File: config.mk
export PLATFORM = sky130hd
export DESIGN_NAME = uart_program_loader
export DESIGN_NICKNAME = d
export VERILOG_FILES = /design/src/rtl/loader_pkg.sv /design/src/rtl/uart_rx.sv /design/src/rtl/uart_program_loader.sv
export SDC_FILE = /design/constraint.sdc
export NUM_CORES = 1
export LEC_CHECK = 0
export CAP_MARGIN = 0
export CORE_ASPECT_RATIO = 1.4
export CORE_MARGIN = 3
export CORE_UTILIZATION = 40
export CTS_CLUSTER_SIZE = 10
export DETAILED_ROUTE_END_ITERATION = 12
export PLACE_DENSITY = 0.56
export SYNTH_ARGS = -nofsm -noshare
export SYNTH_HDL_FRONTEND = slang
export SYNTH_SLANG_ARGS = --single-unit
File: constraint.sdc
create_clock -name clk -period 2.98 [get_ports clk]
set_input_delay 0.596 -clock clk [delete_from_list [all_inputs] [get_ports clk]]
set_output_delay 0.596 -clock clk [all_outputs]
set_load 0.01 [all_outputs]
File: src/rtl/loader_pkg.sv
// ----------------------------------------------------------------------------
// loader_pkg
// Shared definitions for the UART program loader:
//   - RAM_DEPTH / ADDR_W  : size of the programmed RAM (16 x 8)
//   - rx_state_t          : receiver FSM state encoding
//   - calc_clks_per_bit() : clock-to-baud ratio rounded to nearest integer
// ----------------------------------------------------------------------------
package loader_pkg;

    localparam int RAM_DEPTH = 32'sd16;
    localparam int ADDR_W    = 32'sd4;

    typedef enum logic [2:0] {
        ST_IDLE      = 3'd0,
        ST_START     = 3'd1,
        ST_DATA      = 3'd2,
        ST_STOP      = 3'd3,
        ST_WAIT_IDLE = 3'd4
    } rx_state_t;

    // Round-to-nearest division of the clock rate by the baud rate
    function automatic int calc_clks_per_bit(input int clk_hz, input int baud);
        return (clk_hz + (baud / 32'sd2)) / baud;
    endfunction

endpackage

File: src/rtl/uart_rx.sv
// ----------------------------------------------------------------------------
// uart_rx
// 8N1 byte receiver: 2-flop synchronizer, baud counter and receive FSM.
// Ports:
//   clk, rst_n  : system clock, asynchronous active-low reset
//   rx          : asynchronous serial line, idle high
//   enable      : receiver active when high; low aborts any frame
//   data[7:0]   : last received byte (stable while valid/frame_err pulse)
//   valid       : one-clock strobe during the clock a good stop bit is sampled
//   frame_err   : one-clock strobe during the clock a bad stop bit is sampled
//   busy        : registered, high from START entry through the stop sample
// ----------------------------------------------------------------------------
module uart_rx
    import loader_pkg::*;
#(
    parameter int CLKS_PER_BIT = 32'sd10
) (
    input  logic       clk,
    input  logic       rst_n,
    input  logic       rx,
    input  logic       enable,
    output logic [7:0] data,
    output logic       valid,
    output logic       frame_err,
    output logic       busy
);

    localparam int CNT_W = (CLKS_PER_BIT > 32'sd1) ? $clog2(CLKS_PER_BIT) : 32'sd1;
    localparam int HALF  = (CLKS_PER_BIT >= 32'sd2) ? (CLKS_PER_BIT / 32'sd2) : 32'sd1;
    localparam logic [CNT_W-1:0] BIT_LAST  = CNT_W'(CLKS_PER_BIT - 32'sd1);
    localparam logic [CNT_W-1:0] HALF_LAST = CNT_W'(HALF - 32'sd1);
    localparam logic [CNT_W-1:0] CNT_ONE   = CNT_W'(32'sd1);

    logic             sync1_r;
    logic             sync2_r;
    logic             rx_s;
    rx_state_t        state_r;
    rx_state_t        next_state_s;
    logic [CNT_W-1:0] baud_cnt_r;
    logic [2:0]       bit_cnt_r;
    logic [7:0]       shift_r;
    logic             busy_r;
    logic             tick_s;
    logic             cnt_clr_s;
    logic             bit_clr_s;
    logic             shift_en_s;
    logic             valid_s;
    logic             ferr_s;

    assign rx_s = sync2_r;

    // Two-flop synchronizer on the asynchronous serial line (idles high)
    always_ff @(posedge clk or negedge rst_n) begin
        if (!rst_n) begin
            sync1_r <= 1'b1;
            sync2_r <= 1'b1;
        end else begin
            sync1_r <= rx;
            sync2_r <= sync1_r;
        end
    end

    // Sample point: half a bit into the start bit, then once per full bit
    always_comb begin
        if (state_r == ST_START) begin
            tick_s = (baud_cnt_r == HALF_LAST);
        end else begin
            tick_s = (baud_cnt_r == BIT_LAST);
        end
    end

    // Receive FSM next-state and per-clock strobes
    always_comb begin
        next_state_s = state_r;
        cnt_clr_s    = 1'b0;
        bit_clr_s    = 1'b0;
        shift_en_s   = 1'b0;
        valid_s      = 1'b0;
        ferr_s       = 1'b0;
        if (!enable) begin
            next_state_s = ST_IDLE;
            cnt_clr_s    = 1'b1;
            bit_clr_s    = 1'b1;
        end else begin
            case (state_r)
                ST_IDLE: begin
                    cnt_clr_s = 1'b1;
                    bit_clr_s = 1'b1;
                    if (!rx_s) begin
                        next_state_s = ST_START;
                    end else begin
                        next_state_s = ST_IDLE;
                    end
                end
                ST_START: begin
                    if (tick_s) begin
                        cnt_clr_s = 1'b1;
                        // A high line at mid-start-bit is a glitch, not an error
                        if (!rx_s) begin
                            next_state_s = ST_DATA;
                        end else begin
                            next_state_s = ST_IDLE;
                        end
                    end else begin
                        next_state_s = ST_START;
                    end
                end
                ST_DATA: begin
                    if (tick_s) begin
                        cnt_clr_s  = 1'b1;
                        shift_en_s = 1'b1;
                        if (bit_cnt_r == 3'd7) begin
                            next_state_s = ST_STOP;
                        end else begin
                            next_state_s = ST_DATA;
                        end
                    end else begin
                        next_state_s = ST_DATA;
                    end
                end
                ST_STOP: begin
                    if (tick_s) begin
                        cnt_clr_s = 1'b1;
                        if (rx_s) begin
                            valid_s      = 1'b1;
                            next_state_s = ST_IDLE;
                        end else begin
                            ferr_s       = 1'b1;
                            next_state_s = ST_WAIT_IDLE;
                        end
                    end else begin
                        next_state_s = ST_STOP;
                    end
                end
                ST_WAIT_IDLE: begin
                    cnt_clr_s = 1'b1;
                    // Wait out the broken frame so its low level is not a new start
                    if (rx_s) begin
                        next_state_s = ST_IDLE;
                    end else begin
                        next_state_s = ST_WAIT_IDLE;
                    end
                end
                default: begin
                    next_state_s = ST_IDLE;
                    cnt_clr_s    = 1'b1;
                    bit_clr_s    = 1'b1;
                end
            endcase
        end
    end

    // FSM state register
    always_ff @(posedge clk or negedge rst_n) begin
        if (!rst_n) begin
            state_r <= ST_IDLE;
        end else begin
            state_r <= next_state_s;
        end
    end

    // Baud/bit counters, LSB-first shift register and busy flag
    always_ff @(posedge clk or negedge rst_n) begin
        if (!rst_n) begin
            baud_cnt_r <= '0;
            bit_cnt_r  <= 3'd0;
            shift_r    <= 8'h00;
            busy_r     <= 1'b0;
        end else begin
            if (cnt_clr_s) begin
                baud_cnt_r <= '0;
            end else begin
                baud_cnt_r <= baud_cnt_r + CNT_ONE;
            end
            if (bit_clr_s) begin
                bit_cnt_r <= 3'd0;
            end else if (shift_en_s) begin
                bit_cnt_r <= bit_cnt_r + 3'd1;
            end
            if (shift_en_s) begin
                shift_r <= {rx_s, shift_r[7:1]};
            end
            busy_r <= (next_state_s == ST_START) || (next_state_s == ST_DATA) ||
                      (next_state_s == ST_STOP);
        end
    end

    assign data      = shift_r;
    assign valid     = valid_s;
    assign frame_err = ferr_s;
    assign busy      = busy_r;

endmodule

File: src/rtl/uart_program_loader.sv
// ----------------------------------------------------------------------------
// uart_program_loader
// Receives bytes over UART and writes them into consecutive locations of a
// 16 x 8 RAM. Optional feature macro: LOADER_CHECKSUM_EN -- a 17th byte is a
// checksum (sum of the 16 data bytes mod 256) that gates done.
// Ports:
//   clk, rst_n      : system clock, asynchronous active-low reset
//   rx              : asynchronous UART line, 8N1, idle high
//   enable          : loader active when high; rising edge restarts a load
//   prog_addr[3:0]  : RAM address of the current write
//   prog_data[7:0]  : byte to write (holds between writes)
//   prog_we         : single-cycle RAM write strobe
//   busy            : a frame is being received
//   done            : all 16 locations written (checksum-verified if enabled)
//   frame_err       : sticky framing/checksum error
// ----------------------------------------------------------------------------
module uart_program_loader
    import loader_pkg::*;
#(
    parameter int CLK_HZ = 32'sd27000000,
    parameter int BAUD   = 32'sd115200
) (
    input  logic              clk,
    input  logic              rst_n,
    input  logic              rx,
    input  logic              enable,
    output logic [ADDR_W-1:0] prog_addr,
    output logic [7:0]        prog_data,
    output logic              prog_we,
    output logic              busy,
    output logic              done,
    output logic              frame_err
);

    localparam int CLKS_PER_BIT = calc_clks_per_bit(CLK_HZ, BAUD);
    localparam logic [ADDR_W-1:0] LAST_ADDR = ADDR_W'(RAM_DEPTH - 32'sd1);
    localparam logic [ADDR_W-1:0] ADDR_ONE  = ADDR_W'(32'sd1);

    logic [7:0]        rx_data_s;
    logic              rx_valid_s;
    logic              rx_ferr_s;
    logic              rx_busy_s;
    logic              enable_d_r;
    logic              enable_rise_s;
    logic [ADDR_W-1:0] wr_cnt_r;
    logic [ADDR_W-1:0] prog_addr_r;
    logic [7:0]        prog_data_r;
    logic              prog_we_r;
    logic              done_r;
    logic              frame_err_r;
    logic              write_s;
    logic              done_nxt_s;
    logic              ferr_nxt_s;
`ifdef LOADER_CHECKSUM_EN
    logic [7:0]        sum_r;
    logic [7:0]        sum_nxt_s;
    logic              chk_pend_r;
    logic              chk_pend_nxt_s;
`endif

    uart_rx #(
        .CLKS_PER_BIT (CLKS_PER_BIT)
    ) u_uart_rx (
        .clk       (clk),
        .rst_n     (rst_n),
        .rx        (rx),
        .enable    (enable),
        .data      (rx_data_s),
        .valid     (rx_valid_s),
        .frame_err (rx_ferr_s),
        .busy      (rx_busy_s)
    );

    assign enable_rise_s = enable & ~enable_d_r;

    // Decide what an incoming byte does to the write strobe, done and error flags
    always_comb begin
        write_s    = 1'b0;
        done_nxt_s = done_r;
        ferr_nxt_s = frame_err_r;
`ifdef LOADER_CHECKSUM_EN
        sum_nxt_s      = sum_r;
        chk_pend_nxt_s = chk_pend_r;
`endif
        if (enable_rise_s) begin
            done_nxt_s = 1'b0;
            ferr_nxt_s = 1'b0;
`ifdef LOADER_CHECKSUM_EN
            sum_nxt_s      = 8'h00;
            chk_pend_nxt_s = 1'b0;
`endif
        end else if (enable && rx_valid_s) begin
`ifdef LOADER_CHECKSUM_EN
            if (chk_pend_r) begin
                // Checksum byte: never written, only judges the block
                chk_pend_nxt_s = 1'b0;
                if (rx_data_s == sum_r) begin
                    done_nxt_s = 1'b1;
                end else begin
                    ferr_nxt_s = 1'b1;
                end
            end else begin
                write_s        = 1'b1;
                done_nxt_s     = 1'b0;
                // Address 0 starts a new block, so the running sum restarts there
                sum_nxt_s      = ((wr_cnt_r == {ADDR_W{1'b0}}) ? 8'h00 : sum_r) + rx_data_s;
                chk_pend_nxt_s = (wr_cnt_r == LAST_ADDR);
            end
`else
            write_s    = 1'b1;
            done_nxt_s = (wr_cnt_r == LAST_ADDR);
`endif
        end else if (enable && rx_ferr_s) begin
            ferr_nxt_s = 1'b1;
        end else begin
            write_s = 1'b0;
        end
    end

    // Write port registers, write counter and status flags
    always_ff @(posedge clk or negedge rst_n) begin
        if (!rst_n) begin
            enable_d_r  <= 1'b0;
            wr_cnt_r    <= '0;
            prog_addr_r <= '0;
            prog_data_r <= 8'h00;
            prog_we_r   <= 1'b0;
            done_r      <= 1'b0;
            frame_err_r <= 1'b0;
        end else begin
            enable_d_r  <= enable;
            prog_we_r   <= write_s;
            done_r      <= done_nxt_s;
            frame_err_r <= ferr_nxt_s;
            if (write_s) begin
                prog_addr_r <= wr_cnt_r;
                prog_data_r <= rx_data_s;
            end
            // Counter advances the clock after the strobe, wrapping 15 -> 0
            if (enable_rise_s) begin
                wr_cnt_r <= '0;
            end else if (prog_we_r) begin
                wr_cnt_r <= wr_cnt_r + ADDR_ONE;
            end
        end
    end

`ifdef LOADER_CHECKSUM_EN
    // Running checksum and "next byte is the checksum" flag
    always_ff @(posedge clk or negedge rst_n) begin
        if (!rst_n) begin
            sum_r      <= 8'h00;
            chk_pend_r <= 1'b0;
        end else begin
            sum_r      <= sum_nxt_s;
            chk_pend_r <= chk_pend_nxt_s;
        end
    end
`endif

    assign prog_addr = prog_addr_r;
    assign prog_data = prog_data_r;
    assign prog_we   = prog_we_r;
    assign busy      = rx_busy_s;
    assign done      = done_r;
    assign frame_err = frame_err_r;

endmodule

==> results.sh, run 1 <==
export IMPL_die_area_sq_mm=0.005990
export IMPL_rows=30
export IMPL_clock_sinks=45
export IMPL_relSlewSlack_pct=34.35
export IMPL_vias=1264
export IMPL_synth_xor_area_share_pct=3.875
export IMPL_worstReg2RegStart="u_uart_rx.baud_cnt_r[1]"
export IMPL_ys_ff_latch=45
export IMPL_viasPerCell=5.223
export IMPL_max_cap_viol_count=0
export IMPL_antenna_cells=0
export IMPL_antenna_found_initial=0
export IMPL_remaining_drc_errors=0
export IMPL_cts_made_buffers=5
export IMPL_grt_pass1_wl_microns=6299
export IMPL_nets=185
export IMPL_final_area_sq_mm=0.002356
export IMPL_ant_nets=0
export IMPL_wirelength_microns=3560
export IMPL_crit_chain="nand3b_2, nor3_4, and3_1, mux2_2"
export IMPL_synth_fp_nets=163
export IMPL_critPathBufInv=0
export IMPL_rsz0062_at_grt="no"
export IMPL_start_util_pct=41.69
export IMPL_synth_seq_area_share_pct=55.47
export IMPL_postPlaceCellArea_sq_mm=0.002273
export IMPL_fin_ws_ps=1060
export IMPL_routedWlPerCell_microns=14.71
export IMPL_arrival_ps=2110
export IMPL_clkLatencyLatePin_ps=290
export IMPL_drive_gt1_share_pct=20.79
export IMPL_ctsLongestPathBuffers=2
export IMPL_io_pins=20
export IMPL_synth_cells=155
export IMPL_die_h_microns=90.38
export IMPL_ir_worst_vdd_v=0.0001774
export IMPL_worstPathRequired_ps=3170
export IMPL_cts_resized=0
export IMPL_synthSimpleGateAreaFrac_pct=15.38
export IMPL_timing_final_crit_period_ps=1920
export IMPL_first_global_vias=1315
export IMPL_area_growth_pct=15.81
export IMPL_worstMarginPinSlew_ps=984.8
export IMPL_synth_compound_area_share_pct=5.966
export IMPL_layout_commonest_cell="dfrtp_1"
export IMPL_synth_edf_count=0
export IMPL_gp_congestion=0.7290
export IMPL_worst_path_max_delay_cell="dfrtp_1"
export IMPL_die_w_microns=66.28
export IMPL_synthAdderAreaFrac_pct=2.460
export IMPL_cts_tree="yes"
export IMPL_synthMuxAreaShare_pct=15.01
export IMPL_final_cell_mix="dfrtp_1, clkdlybuf4s50_1, nor2_1, mux2_2, mux2_4"
export IMPL_synth_avg_cell_area_sq_um=13.13
export IMPL_path_max_fanout=8
export IMPL_max_freq_mhz=520.8
export IMPL_clock_root_buffer="clkbuf_8"
export IMPL_yosys_warnings=0
export IMPL_critPathCaptureType="flip-flop"
export IMPL_report_final_slew_viol_count=0
export IMPL_grtUsageTotal_pct=13.68
export IMPL_setup_viol=0
export IMPL_crit_path_start_kind="flip-flop"
export IMPL_period_share_pct=64.43
export IMPL_dpl_hpwl_microns=2618
export IMPL_htree_levels=2
export IMPL_post_cts_buffers=0
export IMPL_synthArstFlopShare_pct=100.0
export IMPL_ctsHoldBuffers=0
export IMPL_synth_area_sq_mm=0.002034
export IMPL_nFillCells=444
export IMPL_first_pass_iters=4
export IMPL_startpoint="u_uart_rx.baud_cnt_r[1]"
export IMPL_leakage_nw=1.095
export IMPL_finClkSkew_ps=6.292
export IMPL_hold_violations=0
export IMPL_io_buffers=19
export IMPL_overflow=0
export IMPL_critPathTopFamily="simple AND/OR/NAND/NOR gates"
export IMPL_clkSlewWorstSetupHoldPaths_ps=80
export IMPL_drt_iter0_markers=33
export IMPL_min_from="u_uart_rx.sync1_r"
export IMPL_post_place_ws_ps=848.6
export IMPL_synth_ff_type="dfrtp_1"
export IMPL_ys_types=43
export IMPL_coreArea_sq_mm=0.004880
export IMPL_synth_top_family_by_area="simple AND/OR/NAND/NOR gates"
export IMPL_setup_tns_ps=0
export IMPL_status="finished, final reports clean"
export IMPL_grt_max_degree=46
export IMPL_crit_type="flip-flop to flip-flop"
export IMPL_hold_class="flip-flop to flip-flop"
export IMPL_powerDensity_mw_per_mm2=431.6
export IMPL_critPathMaxStageDelay_ps=420
cells by family after synthesis:
kind of cell    Yosys count
mux                      24
buf+inv                   7
simple gates             51
compound gates           15
flops                    45
fa+ha+maj                 4
xor+xnor                  9
final timing paths:
kind | cells after the start | slack (ps) | endpoint
worst max-delay path | 4 | 1060 | u_uart_rx.data[6]
worst min register to register | 0 | 360 | u_uart_rx.rx_s
max in group asynchronous | 1 | 1910 | enable_d_r
worst max register to register | 4 | 1060 | u_uart_rx.data[6]
worst min-delay path | 0 | 360 | u_uart_rx.rx_s
min in group asynchronous | 1 | 460 | prog_data[6]
where the power goes:
| part | internal (W) | switching [W] | leakage (nW) | total [W] |
|---|---|---|---|---|
| combinational | 0.0000110 | 0.0000243 | 0.434 | 0.0000354 |
| clock | 0.000163 | 0.000197 | 0.0450 | 0.000360 |
| sequential | 0.000616 | 0.00000586 | 0.616 | 0.000622 |
| total | 0.000790 | 0.000227 | 1.10 | 0.00102 |
through the flow:
stage	utilization, %	cells	total power [W]	hold WS [ps]
final	48.28	242	0.001017	363.2
after global routing	48.28	242	0.001062	369.4
after CTS	48.28	242	0.001041	366.6
after detailed placement	46.59	234	0.0006713	354.3
after global placement	46.59	234	0.0006693	345.9
after floorplan	-	155	0.0006489	300.4
sequential cells by signal (all words and copies together), names as in the netlist, 3 cells and up:
register              cells
wr_cnt_r                  4
u_uart_rx.state_r         3
prog_addr                 4
u_uart_rx.bit_cnt_r       3
u_uart_rx.data            8
prog_data                 8
u_uart_rx.baud_cnt_r      8
layer usage:
layer | global-route usage, % | share of wire [%] | up-vias
li1 | - | - | 594
met4 | 6.610 | 2.5 | 0
met3 | 2.989 | 2.9 | 9
met5 | 0 | 0 | -
met2 | 24.03 | 55 | 21
met1 | 15.04 | 40 | 640
Yosys cell counts, types with 3 or more instances:
library cell	n	area, sq um
a21oi_1	4	20.02
nor2_1	17	63.81
and3_1	4	25.02
mux2_4	10	150.1
inv_1	3	11.26
nand2_1	6	22.52
nand4_1	4	25.02
mux2_2	12	135.1
a22o_1	3	26.28
ha_1	4	50.05
dfrtp_1	43	1076
xor2_1	7	61.31
worst reg2reg max path, delay by kind of cell (launching register included):
family / cells / cell delay, ps
and+or+nand+nor: 3 / 1040
DFF: 1 / 420
muxes: 1 / 350
area by class of cell:
cell class / count / area, sq um / area share [%]
tap: 64 / 80.08 / 3.399
timing repair buffer: 19 / 185.2 / 7.860
clock buffer: 6 / 72.57 / 3.080
inverter: 3 / 11.26 / 0.4780
sequential: 45 / 1129 / 47.90
clock inverter: 2 / 10.01 / 0.4249
multi-input combinational: 103 / 868.3 / 36.86
(Power assumes the default switching activity.)
==> run 2: changes to the inputs <==
==> constraint.sdc (replaced) <==
create_clock -name clk -period 1.8 [get_ports clk]
set_input_delay 0.36 -clock clk [delete_from_list [all_inputs] [get_ports clk]]
set_output_delay 0.36 -clock clk [all_outputs]
set_load 0.01 [all_outputs]
==> results.sh, run 2 (synthesis results as in run 1) <==
export IMPL_layout_commonest_cell="dfrtp_1"
export IMPL_clkSlewWorstSetupHoldPaths_ps=80
export IMPL_finalPower_w=0.001702
export IMPL_max_cap_viol_count=0
export IMPL_final_cell_mix="dfrtp_1, clkdlybuf4s50_1, nor2_1, buf_4, mux2_2"
export IMPL_crit_type="flip-flop to flip-flop"
export IMPL_die_w_microns=66.28
export IMPL_grt_pass1_wl_microns=6244
export IMPL_reg2reg_slack_ps=70
export IMPL_drive_gt1_share_pct=28.50
export IMPL_clkLatencyLatePin_ps=300
export IMPL_grt_max_degree=46
export IMPL_clock_root_buffer="clkbuf_8"
export IMPL_powerDensity_mw_per_mm2=681.4
export IMPL_path_max_fanout=9
export IMPL_final_util_pct=51.18
export IMPL_worst_path_max_delay_cell="dfrtp_1"
export IMPL_worstPathRequired_ps=1980
export IMPL_clock_sinks=45
export IMPL_drt_iter0_markers=63
export IMPL_critPathMaxStageDelay_ps=490
export IMPL_nets=200
export IMPL_critPathCaptureType="flip-flop"
export IMPL_io_pins=20
export IMPL_htree_levels=2
export IMPL_coreArea_sq_mm=0.004880
export IMPL_leakage_nw=1.171
export IMPL_antenna_cells=0
export IMPL_overflow=0
export IMPL_die_area_sq_mm=0.005990
export IMPL_dpl_hpwl_microns=2629
export IMPL_status="finished, final reports clean"
export IMPL_worstReg2RegStart="u_uart_rx.state_r[2]"
export IMPL_wirelength_microns=3735
export IMPL_setup_tns_ps=0
export IMPL_relSlewSlack_pct=62.85
export IMPL_reg2reg_depth=4
export IMPL_vias=1290
export IMPL_cts_tree="yes"
export IMPL_ctsHoldBuffers=0
export IMPL_arrival_ps=1910
export IMPL_ir_worst_vdd_v=0.0002727
export IMPL_startpoint="u_uart_rx.state_r[2]"
export IMPL_grtUsageTotal_pct=13.53
export IMPL_postPlaceCellArea_sq_mm=0.002364
export IMPL_hold_class="input port to asynchronous set/reset pin"
export IMPL_crit_chain="nand2b_1, nor2_1, and3_2, mux2_2"
export IMPL_ant_nets=0
export IMPL_remaining_drc_errors=0
export IMPL_cts_made_buffers=5
export IMPL_gp_congestion=0.7904
export IMPL_timing_final_crit_period_ps=1728
export IMPL_hold_ws_ps=134.9
export IMPL_crit_path_start_kind="flip-flop"
export IMPL_max_freq_mhz=578.7
export IMPL_first_pass_iters=4
export IMPL_io_buffers=19
export IMPL_report_final_slew_viol_count=0
export IMPL_die_h_microns=90.38
export IMPL_worstMarginPinSlew_ps=557.3
export IMPL_hold_violations=0
export IMPL_ctsLongestPathBuffers=2
export IMPL_area_growth_pct=22.76
export IMPL_antenna_found_initial=0
export IMPL_viasPerCell=5.019
export IMPL_start_util_pct=41.69
export IMPL_finClkSkew_ps=9.245
export IMPL_setup_viol=0
export IMPL_first_global_vias=1355
export IMPL_r2r_end="u_uart_rx.data[6]"
export IMPL_routedWlPerCell_microns=14.53
export IMPL_period_share_pct=96.00
export IMPL_final_area_sq_mm=0.002497
export IMPL_rows=30
==> run 2: changes by cell type in the layout (fill, tap and decap cells not counted) <==
cell     delta
nand3_2     -1
buf_4      +13
nor3b_1     -1
nor3b_2     +1
buf_6       +1
and3_1      -2
nand3_4     +2
and3_2      +2
==> run 2: area by class of cell <==
cell class | count | area, sq um
Clock buffer | 6 | 72.57
Fill cell | 433 | 2382
Multi-Input combinational cell | 104 | 900.9
Tap cell | 64 | 80.08
Inverter | 3 | 11.26
Clock inverter | 2 | 10.01
Timing Repair Buffer | 33 | 294.0
Sequential cell | 45 | 1129
==> run 2: how the worst max path moves through the flow <==
stage                                          to  slack, ps
after floorplan                 u_uart_rx.data[6]         80
after global placement    u_uart_rx.baud_cnt_r[6]         10
after detailed placement  u_uart_rx.baud_cnt_r[5]        -20
after CTS                       u_uart_rx.data[6]          4
after global routing                         done         -6
final                           u_uart_rx.data[6]         70
==> run 2: worst max-delay path: cells and delay by family (launching register included) <==
family,cells,cell delay (ps)
AND/OR/NAND/NOR,3,780
flip-flops,1,490
multiplexers,1,340
==> run 2: where the power goes <==
part	switching [W]	internal (W)	leakage [nW]
logic	0.0000473	0.0000301	0.510
clock network	0.000330	0.000269	0.0450
registers	0.00000536	0.00102	0.616
==> run 2: metrics by stage <==
stage	setup WS (ps)	cells
after floorplan	82.72	155
after global placement	13.10	246
after detailed placement	-18.20	246
after CTS	3.673	254
after global routing	-6.323	257
final	71.94	257
==> run 2: routing by layer <==
metal | share of wire (%) | track usage (%)
met1 | 40 | 14.63
met2 | 55 | 23.45
met3 | 2.5 | 2.989
met4 | 2.2 | 7.627
met5 | 0 | 0
==> run 2: timing repair <==
action | in CTS | in global routing
buffers inserted | 0 | 2
resized for setup | 0 | 6
setup endpoints to repair | 0 | 29
==> run 3: changes to the inputs <==
--- a/config.mk
+++ b/config.mk
@@ -12,6 +12,7 @@
 export CTS_CLUSTER_SIZE = 10
 export DETAILED_ROUTE_END_ITERATION = 12
 export PLACE_DENSITY = 0.56
+export RECOVER_POWER = 100
 export SYNTH_ARGS = -nofsm -noshare
 export SYNTH_HDL_FRONTEND = slang
 export SYNTH_SLANG_ARGS = --single-unit
==> constraint.sdc (replaced) <==
create_clock -name clk -period 2.2 [get_ports clk]
set_input_delay 0.44 -clock clk [delete_from_list [all_inputs] [get_ports clk]]
set_output_delay 0.44 -clock clk [all_outputs]
set_load 0.01 [all_outputs]
==> results.sh, run 3 (synthesis results as in run 1) <==
export IMPL_status="finished, final reports clean"
export IMPL_worstPathRequired_ps=2380
export IMPL_min_from="u_uart_rx.sync1_r"
export IMPL_grtUsageTotal_pct=13.16
export IMPL_rows=30
export IMPL_hold_class="flip-flop to flip-flop"
export IMPL_coreArea_sq_mm=0.004880
export IMPL_timing_final_crit_period_ps=1969
export IMPL_reg2reg_depth=4
export IMPL_reg2reg_slack_ps=230
export IMPL_grt_max_degree=46
export IMPL_leakage_nw=1.126
export IMPL_grt_pass1_wl_microns=6058
export IMPL_overflow=0
export IMPL_use_met3_pct=3.362
export IMPL_io_buffers=19
export IMPL_hold_ws_ps=357.8
export IMPL_final_util_pct=47.69
export IMPL_post_cts_buffers=0
export IMPL_die_w_microns=66.28
export IMPL_hold_violations=0
export IMPL_fin_ws_ps=231.5
export IMPL_wirelength_microns=3454
export IMPL_busiest_layer="met2"
export IMPL_drt_iter0_markers=30
export IMPL_io_pins=20
export IMPL_final_cells=243
export IMPL_clock_sinks=45
export IMPL_antenna_cells=0
export IMPL_finClkSkew_ps=10.66
export IMPL_cts_tree="yes"
export IMPL_worstHoldEndpoint="u_uart_rx.rx_s"
export IMPL_max_cap_viol_count=0
export IMPL_routedWlPerCell_microns=14.21
export IMPL_setup_viol=0
export IMPL_ant_nets=0
export IMPL_clkLatencyLatePin_ps=300
export IMPL_path_max_fanout=8
export IMPL_period_share_pct=89.48
export IMPL_crit_path_start_kind="flip-flop"
export IMPL_dpl_hpwl_microns=2517
export IMPL_gp_congestion=0.7467
export IMPL_critPathCaptureType="flip-flop"
export IMPL_vias=1268
export IMPL_post_place_ws_ps=224.7
export IMPL_final_cell_mix="dfrtp_1, dlygate4sd3_1, nor2_1, mux2_2, mux2_1"
export IMPL_htree_levels=2
export IMPL_worstReg2RegStart="u_uart_rx.baud_cnt_r[1]"
export IMPL_ir_worst_vdd_v=0.0002700
export IMPL_clkSlewWorstSetupHoldPaths_ps=80
export IMPL_drive_gt1_share_pct=15.64
export IMPL_dp_cells=235
export IMPL_setup_tns_ps=0
export IMPL_powerDensity_mw_per_mm2=592.0
export IMPL_first_global_vias=1314
export IMPL_cts_resized=0
export IMPL_worstMarginPinSlew_ps=1091
export IMPL_first_pass_iters=4
export IMPL_die_h_microns=90.38
export IMPL_start_util_pct=41.69
export IMPL_report_final_slew_viol_count=0
export IMPL_r2r_end="u_uart_rx.data[6]"
export IMPL_antenna_found_initial=0
export IMPL_relSlewSlack_pct=27.27
export IMPL_layout_commonest_cell="dfrtp_1"
export IMPL_crit_type="flip-flop to flip-flop"
export IMPL_nets=186
export IMPL_met2_usage_pct=22.37
export IMPL_remaining_drc_errors=0
export IMPL_rsz0062_at_grt="no"
export IMPL_area_growth_pct=14.39
export IMPL_ctsLongestPathBuffers=2
export IMPL_clock_root_buffer="clkbuf_8"
export IMPL_max_freq_mhz=508.0
export IMPL_arrival_ps=2150
export IMPL_die_area_sq_mm=0.005990
export IMPL_ctsHoldBuffers=0
export IMPL_viasPerCell=5.218
export IMPL_cts_made_buffers=5
export IMPL_hold_depth=0
export IMPL_grtUsageMet1_pct=14.18
run 3: cell types whose count changed in the layout (fill, tap and decap cells not counted), sizes merged:
cell / delta
clkdlybuf4s50: -18
clkinvlp: +1
dlygate4sd3: +18
buf: -14
nand3: -1
run 3: power by group:
group / internal, W / switching [W]
clock: 0.000219 / 0.000269
sequential: 0.000835 / 0.00000700
combinational: 0.0000142 / 0.0000334
total: 0.00107 / 0.000310
run 3: cell type report:
type                            count  area, sq um
Multi-Input combinational cell    103        830.8
Clock buffer                        5        68.82
Inverter                            3        11.26
Clock inverter                      3        17.52
Tap cell                           64        80.08
Sequential cell                    45         1129
Fill cell                         461         2552
Timing Repair Buffer               20        190.2
run 3: worst max-delay path, cell delays in order, from the launching register on:
cell      delay, ps
dfrtp_1         410
nand3b_1        330
nor3_4          430
and3_1          330
mux2_2          360
run 3: how the worst max path moves through the flow:
stage / slack [ps] / to / startpoint / depth (start not counted)
2_1_floorplan: 480 / u_uart_rx.data[6] / u_uart_rx.baud_cnt_r[1] / 4
3_3_place_gp: 270 / prog_data[6] / enable / 3
3_5_place_dp: 220 / prog_data[7] / enable / 3
4_1_cts: 250 / u_uart_rx.data[6] / u_uart_rx.baud_cnt_r[1] / 4
5_1_grt: 100 / u_uart_rx.data[6] / u_uart_rx.baud_cnt_r[1] / 4
6_report: 230 / u_uart_rx.data[6] / u_uart_rx.baud_cnt_r[1] / 4
run 3: per-layer routing:
metal | routed length (microns) | part of all wire (%) | vias to the layer above
met4 | 129 | 3.7 | 0
met2 | 1811 | 52 | 27
li1 | - | - | 599
met1 | 1391 | 40 | 632
met3 | 121 | 3.5 | 10
met5 | 0 | 0 | -
run 3: stage by stage:
step	total power, W	area, sq um
floorplan	0.0008790	2034
global placement	0.0009078	2281
detailed placement	0.0009094	2281
CTS	0.001403	2367
global route	0.001444	2327
finish	0.001378	2327
